<file path="src/rtl/pwm_rgb_driver.sv">
`default_nettype none
// ============================================================================
//  Module   : pwm_rgb_driver
//  Brief    : Three-channel PWM LED driver with period-aligned duty updates.
//  Revision : 1.0
// ============================================================================
module pwm_rgb_driver #(
    parameter int PWM_INTERVAL = 1200,
    parameter bit ACTIVE_LOW   = 1'b1,
    localparam int DW          = $clog2(PWM_INTERVAL)
) (
    input  logic          clk,
    input  logic          rst,
    input  logic          i_enable,
    input  logic          i_load,
    input  logic [DW-1:0] i_duty_r,
    input  logic [DW-1:0] i_duty_g,
    input  logic [DW-1:0] i_duty_b,
    output logic          o_led_r,
    output logic          o_led_g,
    output logic          o_led_b,
    output logic          o_period_start,
    output logic          o_update_ack,
    output logic          o_busy
);

    localparam logic [1:0] c_IDLE  = 2'd0;
    localparam logic [1:0] c_RUN   = 2'd1;
    localparam logic [1:0] c_DRAIN = 2'd2;

    // One extra bit so a clamped duty of PWM_INTERVAL fits even when it is a power of two.
    localparam int              c_AW   = DW + 1;
    localparam logic [DW-1:0]   c_LAST = DW'(PWM_INTERVAL - 1);
    localparam logic [c_AW-1:0] c_FULL = c_AW'(PWM_INTERVAL);
    localparam logic [2:0]      c_DARK = {3{ACTIVE_LOW}};

    logic [1:0]            r_state;
    logic [1:0]            w_next_state;
    logic [DW-1:0]         r_cnt;
    logic [DW-1:0]         w_next_cnt;
    logic [2:0][c_AW-1:0]  r_act;
    logic [2:0][c_AW-1:0]  r_pend;
    logic [2:0][c_AW-1:0]  w_duty_in;
    logic                  r_pend_valid;
    logic [2:0]            r_led;
    logic [2:0]            w_lit;
    logic                  r_period_start;
    logic                  r_update_ack;
    logic                  w_running;
    logic                  w_boundary;
    logic                  w_update;

    function automatic logic [c_AW-1:0] f_clamp(input logic [DW-1:0] d);
        return ({1'b0, d} >= c_FULL) ? c_FULL : {1'b0, d};
    endfunction

    assign w_duty_in[0] = f_clamp(i_duty_r);
    assign w_duty_in[1] = f_clamp(i_duty_g);
    assign w_duty_in[2] = f_clamp(i_duty_b);

    // ---------------- state register ----------------
    always_ff @(posedge clk or posedge rst) begin
        if (rst) begin
            r_state <= c_IDLE;
        end else begin
            r_state <= w_next_state;
        end
    end

    // ---------------- next-state logic ----------------
    // Dropping enable on the last cycle of a period already completes that
    // period, so RUN goes straight to IDLE rather than draining a whole new one.
    always_comb begin
        w_next_state = r_state;
        case (r_state)
            c_IDLE:  if (i_enable) w_next_state = c_RUN;
            c_RUN:   if (!i_enable) w_next_state = w_boundary ? c_IDLE : c_DRAIN;
            c_DRAIN: begin
                if (i_enable) begin
                    w_next_state = c_RUN;
                end else if (w_boundary) begin
                    w_next_state = c_IDLE;
                end
            end
            default: w_next_state = c_IDLE;
        endcase
    end

    // ---------------- state decode ----------------
    always_comb begin
        w_running  = (r_state == c_RUN) || (r_state == c_DRAIN);
        w_boundary = w_running && (r_cnt == c_LAST);
        w_update   = ((r_state == c_IDLE) && i_enable) || w_boundary;
        o_busy     = w_running;
    end

    always_comb begin
        w_next_cnt = r_cnt + 1'b1;
        if ((r_state == c_IDLE) || w_boundary || (w_next_state == c_IDLE)) begin
            w_next_cnt = '0;
        end
    end

    generate
        for (genvar gi = 0; gi < 3; gi++) begin : g_chan
            assign w_lit[gi] = w_running && ({1'b0, r_cnt} < r_act[gi]);
        end
    endgenerate

    // ---------------- datapath ----------------
    // Active duties only change on an update event, so a period never sees a mid-way change.
    always_ff @(posedge clk or posedge rst) begin
        if (rst) begin
            r_cnt          <= '0;
            r_act          <= '0;
            r_pend         <= '0;
            r_pend_valid   <= 1'b0;
            r_led          <= c_DARK;
            r_period_start <= 1'b0;
            r_update_ack   <= 1'b0;
        end else begin
            r_cnt          <= w_next_cnt;
            r_period_start <= (w_next_state == c_RUN) && (w_next_cnt == '0);
            r_update_ack   <= w_update && (i_load || r_pend_valid);
            r_led          <= w_lit ^ c_DARK;
            if (w_update) begin
                if (i_load) begin
                    r_act <= w_duty_in;
                end else if (r_pend_valid) begin
                    r_act <= r_pend;
                end
                r_pend_valid <= 1'b0;
            end else if (i_load) begin
                r_pend       <= w_duty_in;
                r_pend_valid <= 1'b1;
            end
        end
    end

    assign o_led_r        = r_led[0];
    assign o_led_g        = r_led[1];
    assign o_led_b        = r_led[2];
    assign o_period_start = r_period_start;
    assign o_update_ack   = r_update_ack;

endmodule
`default_nettype wire

</file>
<file path="config.mk">
export PLATFORM = sky130hd
export DESIGN_NAME = pwm_rgb_driver
export DESIGN_NICKNAME = d
export VERILOG_FILES = /design/src/rtl/pwm_rgb_driver.sv
export SDC_FILE = /design/constraint.sdc
export NUM_CORES = 1
export LEC_CHECK = 0
export ABC_CLOCK_PERIOD_IN_PS = 4110
export CAP_MARGIN = 20
export CELL_PAD_IN_SITES_DETAIL_PLACEMENT = 2
export CELL_PAD_IN_SITES_GLOBAL_PLACEMENT = 2
export CORE_ASPECT_RATIO = 1.4
export CORE_UTILIZATION = 39
export DETAILED_ROUTE_END_ITERATION = 8
export PLACE_DENSITY_LB_ADDON = 0.3
export SYNTH_ARGS = -nofsm -noshare
export SYNTH_HDL_FRONTEND = slang
export SYNTH_SLANG_ARGS = --single-unit
</file>
<file path="constraint.sdc">
create_clock -name clk -period 4.11 [get_ports clk]
set_input_delay 0.822 -clock clk [delete_from_list [all_inputs] [get_ports clk]]
set_output_delay 0.822 -clock clk [all_outputs]
set_load 0.1 [all_outputs]
</file>
==> impl_summary.txt <==
----------------------------------------------------
[Run status]
  Status ... completed

[Yosys]
  Post-synthesis register bit count ... 85
  Total nets after synthesis ... between 500 and 600
  Share of flip-flops with an asynchronous set or reset ... 100%
  Sequential fraction of the synthesis area ... 44.9%
  Synthesized netlist cell count ... 507
  Avg Inst Size Synth ... between 9 and 10 um2
  Dominant register cell in the synthesized netlist ... dfrtp_1
  Number of different library cells in the post-synthesis netlist ... 49
  Summed instance area of the synthesized netlist ... between 4000 and 5000 um2
  EDFF count, synth ... 0
  Warnings from Yosys ... 0

[Power and ir drop]
  Power density cells ... a little under 700 nW/um2
  Seq pwr share ... 34.1%
  P_leak ... around 2.6 nW
  Total internal power ... approximately 2.4 mW
  Combinational share of power ... 40.0%
  Net switching power of the design ... about 1.5 mW
  Worst voltage drop across the vdd grid ... between 0.2 and 0.25 mV
  Switching Fraction ... between 30 and 40%
  Clock share of power ... 25.9%

[Drt]
  Antenna violation net count after detailed routing ... 0
  Number of remaining DRC errors ... 0
  Final routed wire length divided by cell count ... roughly 19 um
  Number of DRC violations after detailed-routing iteration 0 ... between 100 and 150
  Detailed-route vias per instance ... around 5.6
  Wire length reported by the detailed router ... roughly 13000 um
  Via count of the routed design ... 3842
  DRT Pass-1 Iters ... 4

[Clock network]
  TritonCTS clock tree ... yes
  Cell at the root of the clock tree ... clkbuf_16
  Clk Latency, worst-skew pair ... 340 ps
  Number of post-CTS setup repair buffers ... 0
  Longest Clk Path Bufs ... 2
  CTS clock-pin slew for the worst setup and hold paths ... about 60 ps
  Number of levels in the clock H-tree ... 3
  Clock sink total ... 85
  CTS Buf Count ... 9
  Post-cts hold buffer count ... 0
  Resized Gates After CTS ... 0

[Die]
  Width of the die ... 95.2 um
  Overall die area ... 12600 um2
  Height of the die ... around 130 um
  Starting density of the core ... 40.1%
  Floorplan core area ... between 10000 and 15000 um2
  Placement Rows ... 47
  Total I/O pin count ... 43

[STA]
  Measured slew at the worst slew-check pin ... between 900 and 1000 ps
  Time the worst path needs with I/O delays and setup ... approximately 2800 ps
  Final worst-path cycle share ... roughly two thirds
  Unrepaired setup endpoints after global routing ... false
  Max Fclk ... between 300 and 400 MHz
  Layout Skew ... approximately 5.6 ps
  Slew headroom ... between 30% and 40%
  Final Setup Violations ... 0
  Aggregate negative setup slack ... 0 ps
  Final Max Tran Viols ... 0
  Setup ws final ... about 1300 ps
  Final hold violations ... 0

[Placement]
  Routability cong. ... 0.741
  Number of buffer cells added on primary ports ... 42
  Placed inst area ... between 5000 and 6000 um2
  Pre-CTS setup slack ... approximately 1400 ps
  Placed cell count ... 676
  Half-perimeter wire length after placement ... approximately 9000 um

[Worst setup path]
  Number of buffer and inverter instances along the worst setup path ... 1
  Crit path required time ... approximately 3300 ps
  Minimum setup slack among reg-to-reg paths ... about 1500 ps
  Top fanout value on the critical path ... 1
  Sort of element at the end of the critical path ... primary output
  Critical Setup Path Class ... register to primary output
  Worst path max stage delay ... roughly 1100 ps
  Crit-path cells ... clkdlybuf4s50_1
  Highest-delay cell along the critical path ... clkdlybuf4s50_1
  CP Data Arrival Time ... ~2000 ps
  Top Family by Delay on Critical Path ... buffers and inverters
  CP startpoint kind ... register

[Global route]
  GRT Total Usage ... roughly 23%
  Pin count of the biggest net entering global routing ... 86
  Via count of the first global-routing pass ... ~4.3k
  Number of antenna violations at the first check in global routing ... 0
  Overflow left after global routing ... 0
  First-pass GRT wire length ... about 22000 um

[Finish]
  Design area ... 5620 um2
  Area Overhead vs Synth ... 18.5%
  Ant diodes ... 0
  Fraction of final layout cells sized beyond drive strength 1 ... under 10%
  Number of cells in the finished layout apart from fillers ... just under 700
  Nets@finish ... ~600

[Min path]
  Class of the tightest hold or removal check ... register to register

[Flow run]
  Maxcap violations ... 0

----------------------------------------------------
## final timing paths
path / from / end / depth (start not counted)
worst min-delay path: r_pend[15] / r_pend[15] / 2
min in group asynchronous: rst / r_cnt[9] / 3
worst max-delay path: r_led[2] / o_led_b / 1
max in group asynchronous: rst / r_led[2] / 3
worst min register to register: r_pend[15] / r_pend[15] / 2
worst max register to register: r_cnt[1] / r_act[18] / 8
## worst min-delay path: cells and delay by family, from the launching register on
| family | cells | cell delay, ps |
|---|---|---|
| flip-flops | 1 | 330 |
| AND/OR/NAND/NOR | 1 | 40 |
| AO/OA/AOI/OAI | 1 | 60 |
## metal layers
metal  global-route usage (%)  part of all wire, %
met5                        0                    0
met4                     10.0                  2.7
met3                     2.53                  2.3
met2                     39.3                   52
met1                     28.0                   43
## cell type report
type	count	area, um2
Timing Repair Buffer	49	478
Sequential cell	85	2130
Clock buffer	12	236
Clock inverter	4	120
Fill cell	1247	6200
Multi-Input combinational cell	355	2320
Tap cell	147	184
Inverter	40	151
## state kept, by name, summed over array words and instances (netlist names)
| name | count |
|---|---|
| r_led | 3 |
| o_update_ack | 1 |
| r_pend_valid | 1 |
| r_state | 2 |
| r_cnt | 11 |
| r_act | 33 |
| o_period_start | 1 |
| r_pend | 33 |
## cell families after synthesis
logic type / after synthesis / synth area share (%)
flip-flops: 85 / 44.9
AO/OA/AOI/OAI: 142 / 19.3
XOR/XNOR: 11 / 2.03
buffers and inverters: 67 / 6.46
adder cells (fa/ha/maj): 35 / 9.23
multiplexers: 4 / 0.870
AND/OR/NAND/NOR: 163 / 17.2
## per-stage QoR
stage	utilization [%]	power [mW]	hold slack, ps
after floorplan	-	2.43	442
after global placement	44.5	2.73	454
after detailed placement	44.5	2.86	467
after CTS	47.5	3.90	481
after global routing	47.5	4.10	502
final	47.5	3.86	477
## power by group through the flow
stage | Combinational (mW) | Sequential, mW | Clock, mW
3_5_place_dp | 1.53 | 1.33 | 0
3_3_place_gp | 1.43 | 1.30 | 0
2_1_floorplan | 1.01 | 1.42 | 0
5_1_grt | 1.71 | 1.35 | 1.04
6_report | 1.54 | 1.31 | 0.998
4_1_cts | 1.57 | 1.32 | 1.01
## Yosys cell counts (all sizes together), types with 2 or more instances
library cell	n	share of area [%]
dfrtp	82	43
nand2	59	4.7
o21ai	52	6.0
inv	40	3.2
nor2b	39	5.1
ha	35	9.2
a21oi	34	3.6
nor2	33	2.6
a311oi	18	3.3
buf	18	2.6
a21o	9	1.4
clkbuf	9	0.74
a211o	7	1.3
a211oi	6	1.1
nand3	6	0.74
xor2	6	1.1
a31oi	5	0.66
xnor2	5	0.92
and3	4	0.53
nand4	4	0.53
a32oi	3	0.55
dfstp	3	1.7
mux2i	3	0.63
nand2b	3	0.40
nor3	3	0.32
nor3b	3	0.47
o31ai	3	0.47
or3	3	0.40
nor4b	2	0.69
## layout by cell type (no fill, tap or decap), types with 4 or more instances in the layout
cell type	netlist	routed
nor2b_1	39	39
a211oi_1	5	5
xor2_1	6	6
a21oi_1	34	34
xnor2_1	5	5
a31oi_1	5	5
clkbuf_16	0	9
buf_4	3	7
dfrtp_1	82	82
nand3_1	5	4
and3_1	4	4
o21ai_0	45	45
bufinv_16	0	4
clkdlybuf4s50_1	0	40
nand4_1	4	4
inv_1	39	38
a311oi_1	18	18
o21ai_2	7	6
ha_1	35	35
a21o_1	9	9
nor2_1	33	33
nand2_1	58	58
a211o_1	7	7
Power figures use the tool's default switching activity.
